[src/rtl/y86_pkg.sv]
// Shared Y86-64 definitions: register indices, register count, the retire
// status encoding and the register-file state machine encoding.
package y86_pkg;

    localparam logic [3:0] RNONE = 4'hF;  // "no register" selector
    localparam logic [3:0] RRSP  = 4'h4;  // %rsp
    localparam int         NREG  = 15;    // architectural registers 0..14

    typedef enum logic [1:0] {
        STAT_AOK = 2'd0,
        STAT_HLT = 2'd1,
        STAT_ADR = 2'd2,
        STAT_INS = 2'd3
    } stat_e;

    typedef enum logic {
        RF_RUN  = 1'b0,
        RF_STOP = 1'b1
    } rf_state_e;

endpackage

[src/rtl/stat_encode.sv]
// Retire status priority encoder.
// Ports:
//   imem_error_i  - address error on the retiring instruction (highest priority)
//   instr_valid_i - retiring instruction decoded as legal
//   hlt_i         - retiring instruction is halt
//   stat_o        - ADR > INS > HLT > AOK
module stat_encode
    import y86_pkg::*;
(
    input  logic  imem_error_i,
    input  logic  instr_valid_i,
    input  logic  hlt_i,
    output stat_e stat_o
);

    // Address errors mask everything, then illegal opcodes, then halt.
    always_comb begin
        stat_o = STAT_AOK;
        if (imem_error_i) begin
            stat_o = STAT_ADR;
        end else if (!instr_valid_i) begin
            stat_o = STAT_INS;
        end else if (hlt_i) begin
            stat_o = STAT_HLT;
        end else begin
            stat_o = STAT_AOK;
        end
    end

endmodule

[src/rtl/regfile.sv]
// Y86-64 architectural register file with retire-status tracking.
// Accepts writeback of valE/valM to dstE/dstM, serves two combinational read
// ports, and latches the processor status when a retiring instruction halts
// or faults; after that, architectural state is frozen until rst_i.
// Optional feature macro: REGFILE_BYPASS_EN (same-cycle read forwarding).
// Ports:
//   clk_i, rst_i                 - clock, synchronous active-high reset
//   wb_valid_i, icode_i          - retiring instruction present / its icode (trace only)
//   dstE_i/valE_i, dstM_i/valM_i - writeback destinations and data (4'hF = none)
//   instr_valid_i, hlt_i, imem_error_i - retire status inputs
//   srcA_i/valA_o, srcB_i/valB_o - read ports (4'hF reads as 0)
//   stat_o, halted_o             - latched status, high in STOP
//   retired_cnt_o                - instructions retired while running
module regfile
    import y86_pkg::*;
#(
    parameter logic [63:0] RSP_INIT = 64'h0
) (
    input  logic        clk_i,
    input  logic        rst_i,
    input  logic        wb_valid_i,
    input  logic [3:0]  icode_i,
    input  logic [3:0]  dstE_i,
    input  logic [63:0] valE_i,
    input  logic [3:0]  dstM_i,
    input  logic [63:0] valM_i,
    input  logic        instr_valid_i,
    input  logic        hlt_i,
    input  logic        imem_error_i,
    input  logic [3:0]  srcA_i,
    input  logic [3:0]  srcB_i,
    output logic [63:0] valA_o,
    output logic [63:0] valB_o,
    output logic [1:0]  stat_o,
    output logic        halted_o,
    output logic [63:0] retired_cnt_o
);

    logic [63:0] regs_r [NREG];
    rf_state_e   state_r;
    rf_state_e   next_state_s;
    stat_e       stat_r;
    stat_e       retire_stat_s;
    logic        halted_r;
    logic [63:0] cnt_r;
    logic        accept_s;
    logic        wr_en_s;
    logic [63:0] stored_a_s;
    logic [63:0] stored_b_s;
    logic        icode_unused_s;

    // icode is carried for tracing only.
    assign icode_unused_s = ^icode_i;

    stat_encode u_stat_encode (
        .imem_error_i  (imem_error_i),
        .instr_valid_i (instr_valid_i),
        .hlt_i         (hlt_i),
        .stat_o        (retire_stat_s)
    );

    // A retire is consumed only while running; only AOK retires write.
    assign accept_s = wb_valid_i && (state_r == RF_RUN);
    assign wr_en_s  = accept_s && (retire_stat_s == STAT_AOK);

    // Next-state logic: any non-AOK retire in RUN stops the machine for good.
    always_comb begin
        next_state_s = state_r;
        case (state_r)
            RF_RUN: begin
                if (accept_s && (retire_stat_s != STAT_AOK)) begin
                    next_state_s = RF_STOP;
                end else begin
                    next_state_s = RF_RUN;
                end
            end
            RF_STOP: next_state_s = RF_STOP;
            default: next_state_s = RF_RUN;
        endcase
    end

    // State, status, halted flag and retire counter registers.
    always_ff @(posedge clk_i) begin
        if (rst_i) begin
            state_r  <= RF_RUN;
            stat_r   <= STAT_AOK;
            halted_r <= 1'b0;
            cnt_r    <= 64'h0;
        end else begin
            state_r  <= next_state_s;
            halted_r <= (next_state_s == RF_STOP);
            if (accept_s && (retire_stat_s != STAT_AOK)) begin
                stat_r <= retire_stat_s;
            end else begin
                stat_r <= stat_r;
            end
            if (accept_s) begin
                cnt_r <= cnt_r + 64'd1;
            end else begin
                cnt_r <= cnt_r;
            end
        end
    end

    // Register storage; valM has priority over valE on a shared destination.
    always_ff @(posedge clk_i) begin
        for (int i = 0; i < NREG; i++) begin
            if (rst_i) begin
                regs_r[i] <= (4'(i) == RRSP) ? RSP_INIT : 64'h0;
            end else if (wr_en_s && (dstM_i == 4'(i))) begin
                regs_r[i] <= valM_i;
            end else if (wr_en_s && (dstE_i == 4'(i))) begin
                regs_r[i] <= valE_i;
            end else begin
                regs_r[i] <= regs_r[i];
            end
        end
    end

    // Stored-value lookup; RNONE is not backed by storage.
    always_comb begin
        stored_a_s = 64'h0;
        stored_b_s = 64'h0;
        if (srcA_i != RNONE) begin
            stored_a_s = regs_r[srcA_i];
        end else begin
            stored_a_s = 64'h0;
        end
        if (srcB_i != RNONE) begin
            stored_b_s = regs_r[srcB_i];
        end else begin
            stored_b_s = 64'h0;
        end
    end

`ifdef REGFILE_BYPASS_EN
    // Forward the value that will be written at the coming edge, valM first.
    function automatic logic [63:0] forward(input logic [3:0]  src,
                                            input logic [63:0] stored);
        logic [63:0] res;
        if (wr_en_s && (src != RNONE) && (src == dstM_i)) begin
            res = valM_i;
        end else if (wr_en_s && (src != RNONE) && (src == dstE_i)) begin
            res = valE_i;
        end else begin
            res = stored;
        end
        return res;
    endfunction

    // Read ports with same-cycle forwarding.
    always_comb begin
        valA_o = forward(srcA_i, stored_a_s);
        valB_o = forward(srcB_i, stored_b_s);
    end
`else
    // Read ports return stored contents only.
    always_comb begin
        valA_o = stored_a_s;
        valB_o = stored_b_s;
    end
`endif

    assign stat_o        = stat_r;
    assign halted_o      = halted_r;
    assign retired_cnt_o = cnt_r;

endmodule

[config.mk]
export PLATFORM = sky130hd
export DESIGN_NAME = regfile
export DESIGN_NICKNAME = d
export VERILOG_FILES = /design/src/rtl/y86_pkg.sv /design/src/rtl/stat_encode.sv /design/src/rtl/regfile.sv
export SDC_FILE = /design/constraint.sdc
export NUM_CORES = 2
export LEC_CHECK = 0
export BUFFER_PORTS_ARGS = -buffer_cell sky130_fd_sc_hd__buf_2
export CAP_MARGIN = 10
export CORE_MARGIN = 2
export CORE_UTILIZATION = 60
export CTS_CLUSTER_DIAMETER = 50
export DETAILED_ROUTE_END_ITERATION = 16
export GPL_ROUTABILITY_DRIVEN = 0
export PLACE_DENSITY_LB_ADDON = 0.1
export SYNTH_ARGS = -nofsm -noshare
export SYNTH_HDL_FRONTEND = slang
export SYNTH_SLANG_ARGS = --single-unit
export TNS_END_PERCENT = 1
[constraint.sdc]
create_clock -name clk_i -period 9.7 [get_ports clk_i]
set_input_delay 0 -clock clk_i [delete_from_list [all_inputs] [get_ports clk_i]]
set_output_delay 0 -clock clk_i [all_outputs]
set_load 0.005 [all_outputs]
Yosys cells after proc, flatten, opt, wreduce, memory -nomap -nowiden
Memories as Yosys holds them, arrays and structs flattened.
Cells that the tools add are included.
Storage, ports and cells
  bits in registers: 67
  memory bits (writable): 960
  output and inout bits: 195
  memories: 1
Memories
  regs_r: depth 15, width 64, read ports 2, clocked after Yosys merged registers in 0, wr ports 15, RTL line regfile.sv:39  | logic [63:0] regs_r [NREG];
Operators by class
  add/subtract/negate cells: 1
  equality and inequality tests: 45
  muxes and demuxes: 219
  bitwise operators: 46
  reduce and logical (&&, ||, !) cells: 52
Operators by type and width (number)
  $mux W64: 47
  $mux W1: 169
  $add A64 B1 Y64 const B: 1
  $eq A4 B4 Y1 const B: 14
  $or A1 B1 Y1: 45
  $logic_and A1 B1 Y1: 33
  $eq A4 B3 Y1 const B: 8
  $reduce_and A2 Y1: 15
  $eq A4 B2 Y1 const B: 4
  $ne A0 B0 Y1: 15
  $eq A4 B1 Y1 const B: 2
  $logic_not A4 Y1: 2
  $ne A4 B4 Y1 const B: 2
  $mux W2: 2
  $logic_not A2 Y1: 1
  $pmux W1 S2: 1
  $reduce_bool A2 Y1: 1
  $not A1 Y1: 1

Logic depth before layout (Yosys ltp)
  depth after elaboration: 12
  gate-level depth with buffers: 8

Cells and area by module
Synthesis repeated with hierarchy kept, for this count alone.
Second synthesis, totals
  cell total of the unflattened synthesis: 3916
  area, all modules: 57525.2 um^2
By module, submodules not included
  regfile: times used 1, cells each 3913, area an instance 57506.4 um^2
  stat_encode: times used 1, cells each 3, area an instance 18.8 um^2

Worst setup path after synthesis
Ideal clock, no wire load.
  path kind: register -> register
  start: register halted_o (netlist name)
  end: memory regs_r[8][0], enable pin
  setup time: 0.424 ns
  arrival: 3.031 ns
  slack: 6.244 ns
  cell stages (with the launch flop): 8
  path buffers: 2
  cell sequence: dfxtp_1 nand2b_1 clkbuf_1 nor2_1 nand3b_1 nor3_1 clkbuf_1 or3_1
RTL lines (RTL line)
  end: declaration: regfile.sv:39

==> impl_metrics.csv <==
group,metric,value,unit
clocking,htree_levels,4,
detailed_routing,wl,216000,microns
worst_setup_path,cp.required,10.31,ns
timing,finalCritPeriodShare,47.5,%
grt,grt_antenna_before_repair,15,
timing,setup_viol,0,
floorplanning,die_w,314,microns
min_path,hold_path.class,"in -> reg",
worst_setup_path,rrSetupSlack,5.09,ns
layout,fin_nets,4322,
worst_setup_path,timing.rr.start,"halted_o",
synth,avgSynthCellArea,14.7,sq um
synth,synthCells,3912,
clocking,clk_pin_slew,0.06,ns
worst_setup_path,critPathCaptureType,"register",
timing,fin_skew,0.0178,ns
timing,max_freq,217,MHz
worst_setup_path,critPathCapture,"regs_r[14][12]",
timing,rsz0062_at_grt,"false",
grt,grt_pass1_wl,305000,microns
pwr,pwr-share-comb,10.7,%
synth,yosysSeqAreaShare,52.4,%
synth,ys_warn_count,0,
place,dpl.hpwl,107000,microns
detailed_routing,first_iter_violations,7492,
pwr,internal_power,8.42,mW
synth,async_flop_share,0,%
pwr,power.density,168,nW/um^2
detailed_routing,ant_nets,0,
worst_setup_path,cp.arrival,5.22,ns
grt,grt_pass1_vias,44900,
clocking,cts-root-to-sink-buffers,3,
place,post-place-ws,5.31,ns
worst_setup_path,path_class,"reg -> reg",
synth,yosys_register_bits,1027,
timing,slew-limit-headroom,17.1,%
detailed_routing,drc,0,
detailed_routing,firstDrtPassIters,8,
timing,slew_violations,0,
clocking,root_buffer,"clkbuf_16",
floorplanning,io_pins,349,
floorplanning,start_util,60.6,%
flow_run,drv_cap,0,
grt,grt_max_degree,106,
timing,period_minus_slack,4.61,ns
clocking,clock_latency,0.74,ns
clocking,numCtsBuffers,132,
clocking,cts_tree,"done",
pwr,switching_power,2.70,mW
synth,synth_nets,4067,
worst_setup_path,start_kind,"register",
detailed_routing,avgRoutedWirePerCell,38.9,microns
worst_setup_path,rr_worst_depth,6,
pwr,power_frac_clock,43.8,%
floorplanning,row_count,113,
floorplanning,core,95200,sq um
synth,synthFlopType,"edfxtp_1",
clocking,ctsResizeCount,0,
layout,drive_above_1_share,27.7,%
detailed_routing,vias,44500,
synth,syn-cell-area,57600,sq um
layout,syn_to_final_growth,14.9,%
timing,fin_setup_tns,0,ns
outcome,status,"finished clean",
worst_setup_path,r2r-end,"regs_r[14][12]",
timing,layout_setup_ws,5.09,ns
place,port_buffers,344,
grt,overflow,0,
synth,synth.distinct_cells,43,
worst_setup_path,path_max_fanout,43,
pwr,irDropWorstVdd,0.173,mV
timing,tightest_slew,1.24,ns
floorplanning,die-height,314,microns
worst_setup_path,cp-startpoint,"halted_o",
detailed_routing,viasPerCell,8.02,
pwr,leakage,24.1,nW
grt,grt_util_all_layers,43.5,%
clocking,clock_sinks,1027,
pwr,sequentialPowerShare,45.5,%
pwr,swShare,24.3,%
synth,synth_edf_count,960,
timing,hold_viol,0,
floorplanning,dieArea,98500,sq um
-- critical path, stage by stage, from the launching register on --
cell,delay (ns)
dfxtp_1,0.33
nor2b_1,0.59
nand4_1,0.68
nor2_4,1.06
buf_4,0.94
a22o_1,0.28
dlygate4sd3_1,0.56
-- metal layers --
metal | share of wire [%] | GRT usage [%] | up-vias
met3 | 15 | 13.0 | 1109
met5 | 0.042 | 0.290 | -
met2 | 46 | 67.5 | 4297
li1 | - | - | 16900
met1 | 32 | 54.0 | 22200
met4 | 7.1 | 26.8 | 10
-- worst min path at each step --
stage                   from            end  slack (ns)  cells past startpoint
3_5_place_dp    imem_error_i      stat_o[0]        0.26                      2
4_1_cts        instr_valid_i      stat_o[1]        0.20                      5
2_1_floorplan   imem_error_i      stat_o[0]        0.11                      1
6_report       instr_valid_i      stat_o[1]        0.30                      5
3_3_place_gp    imem_error_i      stat_o[0]        0.24                      2
5_1_grt           valE_i[32]  regs_r[1][32]        0.32                      3
-- cell usage after synthesis (all sizes together) (23+ instances only) --
cell type	count	area, sq um
nand2	158	593
dfxtp	67	1340
nor2b	129	807
nor2	82	308
a22o	960	8410
a21oi	35	175
nand3	23	115
mux4	512	11500
xor2	23	201
nand4	30	188
clkbuf	380	1430
edfxtp	960	28800
mux2i	128	1280
or3	44	275
o21ai	154	771
buf	127	602
-- logic make-up after synthesis --
| logic type | share of synthesized area [%] |
|---|---|
| and+or+nand+nor | 4.99 |
| xor gates and xnor gates | 0.456 |
| DFF | 52.4 |
| adders and majority gates | 0.0217 |
| muxes | 22.3 |
| AOI/OAI and AO/OA | 16.4 |
| buffers and inverters | 3.58 |
-- flip-flops by register name, indices dropped and copies added (netlist names) --
register,cells
halted_o,1
regs_r,960
retired_cnt_o,64
stat_o,2
-- power by group through the flow --
stage	Combinational, mW	Clock (mW)	Sequential, mW
floorplan	0.689	0	5.12
global placement	1.09	0	5.12
detailed placement	1.11	0	5.14
CTS	1.16	4.86	5.05
global route	1.23	5.04	5.07
finish	1.19	4.88	5.06
-- repair_timing --
item,in CTS,in global routing
hold buffers,200,0
endpoints found under the hold margin,989,0
setup buffers,0,0
-- area by class of cell --
type	instances	area, sq um
Antenna cell	18	45.0
Fill cell	6377	29000
Clock buffer	163	3520
Tap cell	1265	1580
Sequential cell	1027	30200
Multi-Input combinational cell	2369	25700
Timing Repair Buffer	628	4450
Clock inverter	67	726
Inverter	9	33.8
-- cells in the final DEF, fill, tap and decap left out, types with 11 or more instances in the layout --
| cell | instances |
|---|---|
| nor2_4 | 15 |
| clkinv_1 | 22 |
| buf_4 | 83 |
| dfxtp_1 | 67 |
| or3_4 | 15 |
| mux4_2 | 512 |
| clkinv_2 | 14 |
| nor3_4 | 11 |
| xor2_1 | 23 |
| mux2i_1 | 128 |
| edfxtp_1 | 960 |
| a22o_1 | 960 |
| buf_2 | 336 |
| dlygate4sd3_1 | 200 |
| a21oi_1 | 35 |
| clkbuf_16 | 136 |
| nand4_1 | 30 |
| clkbuf_1 | 25 |
| nand2_1 | 158 |
| nor2_1 | 67 |
| o21ai_0 | 154 |
| or3_1 | 29 |
| bufinv_16 | 14 |
| nand3_1 | 23 |
| nor2b_1 | 129 |
| diode_2 | 18 |
-- stage by stage --
stage               cell area [sq um]  hold WS (ns)  utilization (%)  total power, mW  std cells
global route                    66200         0.315             69.6             11.3       5539
finish                          66200         0.301             69.6             11.1       5546
floorplan                       57600         0.111                -             5.81       3912
global placement                59900         0.237             63.0             6.21       5098
detailed placement              59900         0.264             63.0             6.25       5098
CTS                             66200         0.203             69.5             11.1       5528
No activity file was read; power rests on OpenSTA's default activity.
